### config.mk
export PLATFORM = sky130hd
export DESIGN_NAME = sram_ctrl
export DESIGN_NICKNAME = d
export VERILOG_FILES = /design/src/rtl/sram_ctrl.sv
export SDC_FILE = /design/constraint.sdc
export NUM_CORES = 1
export LEC_CHECK = 0
export CAP_MARGIN = 30
export CORE_AREA = 2 2 101 103
export CTS_BUF_LIST = sky130_fd_sc_hd__clkbuf_8
export CTS_CLUSTER_DIAMETER = 200
export CTS_CLUSTER_SIZE = 16
export DETAILED_ROUTE_END_ITERATION = 12
export DIE_AREA = 0 0 103 105
export PLACE_DENSITY = 0.81
export SLEW_MARGIN = 20
export SYNTH_ARGS = -nofsm -noshare
export SYNTH_HDL_FRONTEND = slang
export SYNTH_SLANG_ARGS = --single-unit
export TNS_END_PERCENT = 10
### constraint.sdc
create_clock -name clk_i -period 2.85 [get_ports clk_i]
set_input_delay 0.285 -clock clk_i [delete_from_list [all_inputs] [get_ports clk_i]]
set_output_delay 0.285 -clock clk_i [all_outputs]
set_load 0.01 [all_outputs]
### src/rtl/sram_ctrl.sv
// sram_ctrl: pipelined Wishbone B4 slave in front of a single-port SRAM.
// It accepts one request at a time. The SRAM control, address, byte-enable and
// write-data lines are held for WAIT_STATES+1 cycles. Read data comes back
// with a single-cycle ack.
//
// Ports:
//   clk_i, rst_i        clock, asynchronous active-high reset
//   wb_adr_i            byte address; word address = wb_adr_i[ADDR_W+1:2]
//   wb_dat_i/wb_dat_o   write data in / read data out (nonzero only with ack)
//   wb_we_i, wb_sel_i   write flag, byte lane select
//   wb_stb_i, wb_cyc_i  strobe, cycle
//   wb_ack_o            single-cycle acknowledge
//   wb_stall_o          high whenever the controller is not idle
//   sram_addr_o         SRAM word address
//   sram_data_o         SRAM write data
//   sram_data_i         SRAM read data
//   sram_ce_o           chip enable
//   sram_we_o           write enable
//   sram_be_o           byte enables
module sram_ctrl #(
  parameter int ADDR_W      = 16,
  parameter int WAIT_STATES = 2
) (
  input  logic              clk_i,
  input  logic              rst_i,
  input  logic [31:0]       wb_adr_i,
  input  logic [31:0]       wb_dat_i,
  output logic [31:0]       wb_dat_o,
  input  logic              wb_we_i,
  input  logic [3:0]        wb_sel_i,
  input  logic              wb_stb_i,
  input  logic              wb_cyc_i,
  output logic              wb_ack_o,
  output logic              wb_stall_o,
  output logic [ADDR_W-1:0] sram_addr_o,
  output logic [31:0]       sram_data_o,
  input  logic [31:0]       sram_data_i,
  output logic              sram_ce_o,
  output logic              sram_we_o,
  output logic [3:0]        sram_be_o
);

  localparam int CLOG_W = $clog2(WAIT_STATES + 1);
  localparam int CNT_W  = (CLOG_W > 1) ? CLOG_W : 1;
  localparam logic [CNT_W-1:0] CNT_LOAD = CNT_W'(WAIT_STATES);
  localparam logic [CNT_W-1:0] CNT_ONE  = CNT_W'(1);

  typedef enum logic [1:0] {
    ST_IDLE   = 2'd0,
    ST_ACCESS = 2'd1,
    ST_ACK    = 2'd2
  } state_t;

  state_t              state_r, state_s;
  logic [CNT_W-1:0]    cnt_r, cnt_s;
  logic                abort_r, abort_s;
  logic [31:0]         rd_data_r, rd_data_s;
  logic [ADDR_W-1:0]   addr_r, addr_s;
  logic [31:0]         wdat_r, wdat_s;
  logic                we_r, we_s;
  logic [3:0]          sel_r, sel_s;
  logic                ack_s;

  // Upper and byte-offset address bits are intentionally discarded (address wrap).
  logic                adr_unused_s;
  assign adr_unused_s = ^{wb_adr_i[31:ADDR_W+2], wb_adr_i[1:0]};

  // State and request registers; reset abandons any access in flight.
  always_ff @(posedge clk_i or posedge rst_i) begin
    if (rst_i) begin
      state_r   <= ST_IDLE;
      cnt_r     <= {CNT_W{1'b0}};
      abort_r   <= 1'b0;
      rd_data_r <= 32'h0000_0000;
      addr_r    <= {ADDR_W{1'b0}};
      wdat_r    <= 32'h0000_0000;
      we_r      <= 1'b0;
      sel_r     <= 4'b0000;
    end else begin
      state_r   <= state_s;
      cnt_r     <= cnt_s;
      abort_r   <= abort_s;
      rd_data_r <= rd_data_s;
      addr_r    <= addr_s;
      wdat_r    <= wdat_s;
      we_r      <= we_s;
      sel_r     <= sel_s;
    end
  end

  // Next-state logic: accept in IDLE, count wait states in ACCESS, one ACK cycle.
  always_comb begin
    state_s   = state_r;
    cnt_s     = cnt_r;
    abort_s   = abort_r;
    rd_data_s = rd_data_r;
    addr_s    = addr_r;
    wdat_s    = wdat_r;
    we_s      = we_r;
    sel_s     = sel_r;
    case (state_r)
      ST_IDLE: begin
        if (wb_cyc_i && wb_stb_i) begin
          addr_s  = wb_adr_i[ADDR_W+1:2];
          wdat_s  = wb_dat_i;
          we_s    = wb_we_i;
          sel_s   = wb_sel_i;
          cnt_s   = CNT_LOAD;
          abort_s = 1'b0;
          state_s = ST_ACCESS;
        end else begin
          state_s = ST_IDLE;
        end
      end
      ST_ACCESS: begin
        // A dropped cycle only suppresses the ack; the SRAM access runs to completion.
        if (!wb_cyc_i) begin
          abort_s = 1'b1;
        end else begin
          abort_s = abort_r;
        end
        if (cnt_r != {CNT_W{1'b0}}) begin
          cnt_s   = cnt_r - CNT_ONE;
          state_s = ST_ACCESS;
        end else begin
          state_s = ST_ACK;
          if (!we_r) begin
            rd_data_s = sram_data_i;
          end else begin
            rd_data_s = rd_data_r;
          end
        end
      end
      ST_ACK: begin
        state_s = ST_IDLE;
      end
      default: begin
        state_s = ST_IDLE;
      end
    endcase
  end

  // Output decode from the state register; SRAM lines are quiet outside ACCESS.
  always_comb begin
    ack_s = (state_r == ST_ACK) && !abort_r && wb_cyc_i;
    if (state_r == ST_ACCESS) begin
      sram_ce_o   = 1'b1;
      sram_we_o   = we_r;
      sram_be_o   = sel_r;
      sram_addr_o = addr_r;
      sram_data_o = wdat_r;
    end else begin
      sram_ce_o   = 1'b0;
      sram_we_o   = 1'b0;
      sram_be_o   = 4'b0000;
      sram_addr_o = {ADDR_W{1'b0}};
      sram_data_o = 32'h0000_0000;
    end
    if (ack_s && !we_r) begin
      wb_dat_o = rd_data_r;
    end else begin
      wb_dat_o = 32'h0000_0000;
    end
  end

  assign wb_ack_o   = ack_s;
  assign wb_stall_o = (state_r != ST_IDLE);

endmodule

==> summary.md <==
| Metric | Value |
|---|---|
| Clock Skew | `0.01253 ns` |
| First-pass GRT wire length | `14110 µm` |
| Vias/cell | `4.656` |
| Cell-internal power | `between 3000 and 4000 µW` |
| Most frequent cells in the layout | `clkdlybuf4s50_1 (176), dfrtp_1 (90), and2_1 (86)` |
| #FFs+latches synth | `90` |
| Gr usage total | `0.1655` |
| Netlist cell types | `20` |
| Sequential Power Share | `0.402` |
| Starting Density | `0.4169` |
| Final-report hold violation count | `0` |
| Per-cell routed wire length | `14.56 µm` |
| Vias in the first global route | `around 2900` |
| Post-synth net total | `around 400` |
| Post-route insts no fill | `a little over 600` |
| Residual DRC count | `0` |
| # nets final | `577` |
| Switching Share | `0.2872` |
| Clock power frac | `0.173` |
| Worst Path Arrival | `roughly 2.2 ns` |
| Total negative slack | `0 ns` |
| Die height | `~110 µm` |
| Max Slew Vio Count | `0` |
| Syn Inst Count | `about 300` |
| Clock tree buffer depth | `2` |
| Die width | `103 µm` |
| Cts-stage hold buffer count | `0` |
| Top sig layer | `met4` |
| Net Switching | `1575 µW` |
| Combinational group share of total power | `0.425` |
| Detailed placement HPWL | `between 6000 and 7000 µm` |
| Setup Buffers After CTS | `0` |
| MaxCap Viol Count | `0` |
| Worst Path Max Fanout | `32` |
| TritonCTS clock tree | `built` |
| DR WL met3 | `roughly 900 µm` |
| DIE AREA | `approximately 0.011 mm²` |
| Largest net degree at the start of global routing | `56` |
| Row count | `36` |
| ANT nets after route | `0` |
| Layout Area Growth over Synthesis | `51.71%` |
| Final Setup Violations | `0` |
| Clk sinks | `90` |
| Yosys warning count | `0` |
| I/O Pins | `roughly 190` |
| WL met2 | `approximately 4300 µm` |
| RSZ-0062 raised after global routing | `false` |
| Period minus WS final | `~2.5 ns` |
| CP Capture Type | `primary output` |
| Actual slew at the worst max-slew pin | `roughly 0.75 ns` |
| PwrDens | `approximately 900 mW/mm²` |
| Worst IR Drop VDD | `about 0.5 mV` |
| Ant. Diodes | `0` |
| First-iteration detailed-routing DRC count | `72` |
| Total power | `between 5000 and 6000 µW` |
| Register area share after synthesis | `0.5604` |
| Syn_area_per_cell | `between 10 and 15 µm²` |
| Metal-1 WL | `3525 µm` |
| Routed wire length | `roughly 8900 µm` |
| Worst hold margin | `about 0.36 ns` |
| CTS resizes | `0` |
| H-tree depth | `3` |
| Vias | `2831` |
| IO buf count | `176` |
| DRT Pass-1 Iters | `4` |
| HP Class | `in2async` |
| Placer Congestion | `0.6984` |
| Slew HR | `0.4969` |
| Most common cell after layout, fill and taps aside | `clkdlybuf4s50_1` |
| Max Clk Rate | `0.4032 GHz` |
| Total CTS buffers | `9` |
| Pleak | `between 0.002 and 0.003 µW` |
| Clock-pin slew on the worst setup and hold paths | `approximately 0.090 ns` |
| Status | `finished clean` |
| Post-Syn Area | `0.004019 mm²` |
| CP Class | `reg2out` |
| CTS Root Cell | `clkbuf_8` |
| FF-to-FF path depth | `5` |
| Core Area | `0.009639 mm²` |
| Gr ovfl total | `0` |
| Final period util | `0.8702` |
| Startpoint types | `flop` |
| Initial antenna violation count | `0` |
| Total placed cells including tap cells | `roughly 590` |
| Fraction of layout cells with a size suffix above 1 | `0.2232` |
| Latest clock arrival within the worst-skew pair | `around 0.35 ns` |
| Data required, critical path | `about 2.6 ns` |
[sequential cells by signal (all words and copies together) (netlist names)]
| register | count |
|---|---|
| abort_r | 1 |
| addr_r | 16 |
| cnt_r | 2 |
| rd_data_r | 32 |
| sel_r | 4 |
| state_r | 2 |
| wdat_r | 32 |
| we_r | 1 |
[final timing paths]
| path | slack [ns] | endpoint | from |
|---|---|---|---|
| worst max-delay path | 0.37 | wb_dat_o[4] | state_r[0] |
| worst min-delay path | 0.36 | wdat_r[9] | rst_i |
| worst max register to register | 1.09 | rd_data_r[10] | cnt_r[0] |
| worst min register to register | 0.50 | wdat_r[0] | wdat_r[0] |
| max in group asynchronous | 1.76 | state_r[0] | rst_i |
| min in group clk_i | 0.50 | wdat_r[0] | wdat_r[0] |
[kinds of logic (layout without fill, tap and decap cells)]
kind of cell,count (synthesis),count (layout),synth area share
buf+inv,22,201,0.03736
compound gates,4,4,0.006850
mux,85,85,0.2382
fa+ha+maj,1,1,0.003113
flops,90,90,0.5604
simple gates,94,94,0.1541
[critical path, cell delays in order, from the launching register on]
cell             delay [ns]
dfrtp_1                0.44
and4bb_2               0.33
and2b_1                0.12
buf_4                  0.25
and2_1                 0.17
clkdlybuf4s50_1        0.55
[metal layers]
metal	global-route usage	up-vias
li1	-	1330
met1	0.1981	1374
met2	0.2658	112
met3	0.06555	15
met4	0.06203	0
met5	0	-
[layout make-up]
cell class	instances	area [µm²]
clock buffers	10	137.6
clock inverters	5	80.08
fillers	788	3542
inverters	5	20.02
multi-input cells	184	1617
flip-flops and latches	90	2252
well taps	133	166.4
repair buffers	181	1824
[power groups by stage]
| stage | registers (µW) | clock network (µW) | logic, µW |
|---|---|---|---|
| final | 2210 | 948 | 2330 |
| after global routing | 2290 | 1040 | 2530 |
| after CTS | 2210 | 979 | 2380 |
| after detailed placement | 2240 | 0 | 2360 |
| after global placement | 2190 | 0 | 2320 |
| after floorplan | 2140 | 0 | 1390 |
[per-stage QoR]
| step | instance area (µm²) | utilization | worst slack (ns) |
|---|---|---|---|
| after global routing | 6097 | 0.6325 | 0.2298 |
| after CTS | 6097 | 0.6325 | 0.3259 |
| after global placement | 5879 | 0.6099 | 0.4579 |
| final | 6097 | 0.6325 | 0.3699 |
| after floorplan | 4019 | - | 0.2297 |
| after detailed placement | 5879 | 0.6099 | 0.4148 |
[synthesized netlist by cell type]
cell,count,share of area
mux2_1,4,0.011
or2_2,1,0.0016
and4bb_2,1,0.0031
nand2b_4,1,0.0034
o21ai_0,1,0.0012
inv_1,5,0.0047
nor3b_4,1,0.0047
dfrtp_1,90,0.56
and4bb_1,1,0.0031
or3_1,1,0.0016
and2b_1,1,0.0019
a2bb2oi_1,1,0.0022
and2_1,86,0.13
ha_1,1,0.0031
mux2_2,81,0.23
o21bai_1,1,0.0019
buf_6,9,0.025
clkbuf_1,8,0.0075
o22ai_1,1,0.0016
nor2_1,1,0.00093
No activity file was read; power rests on OpenSTA's default activity.
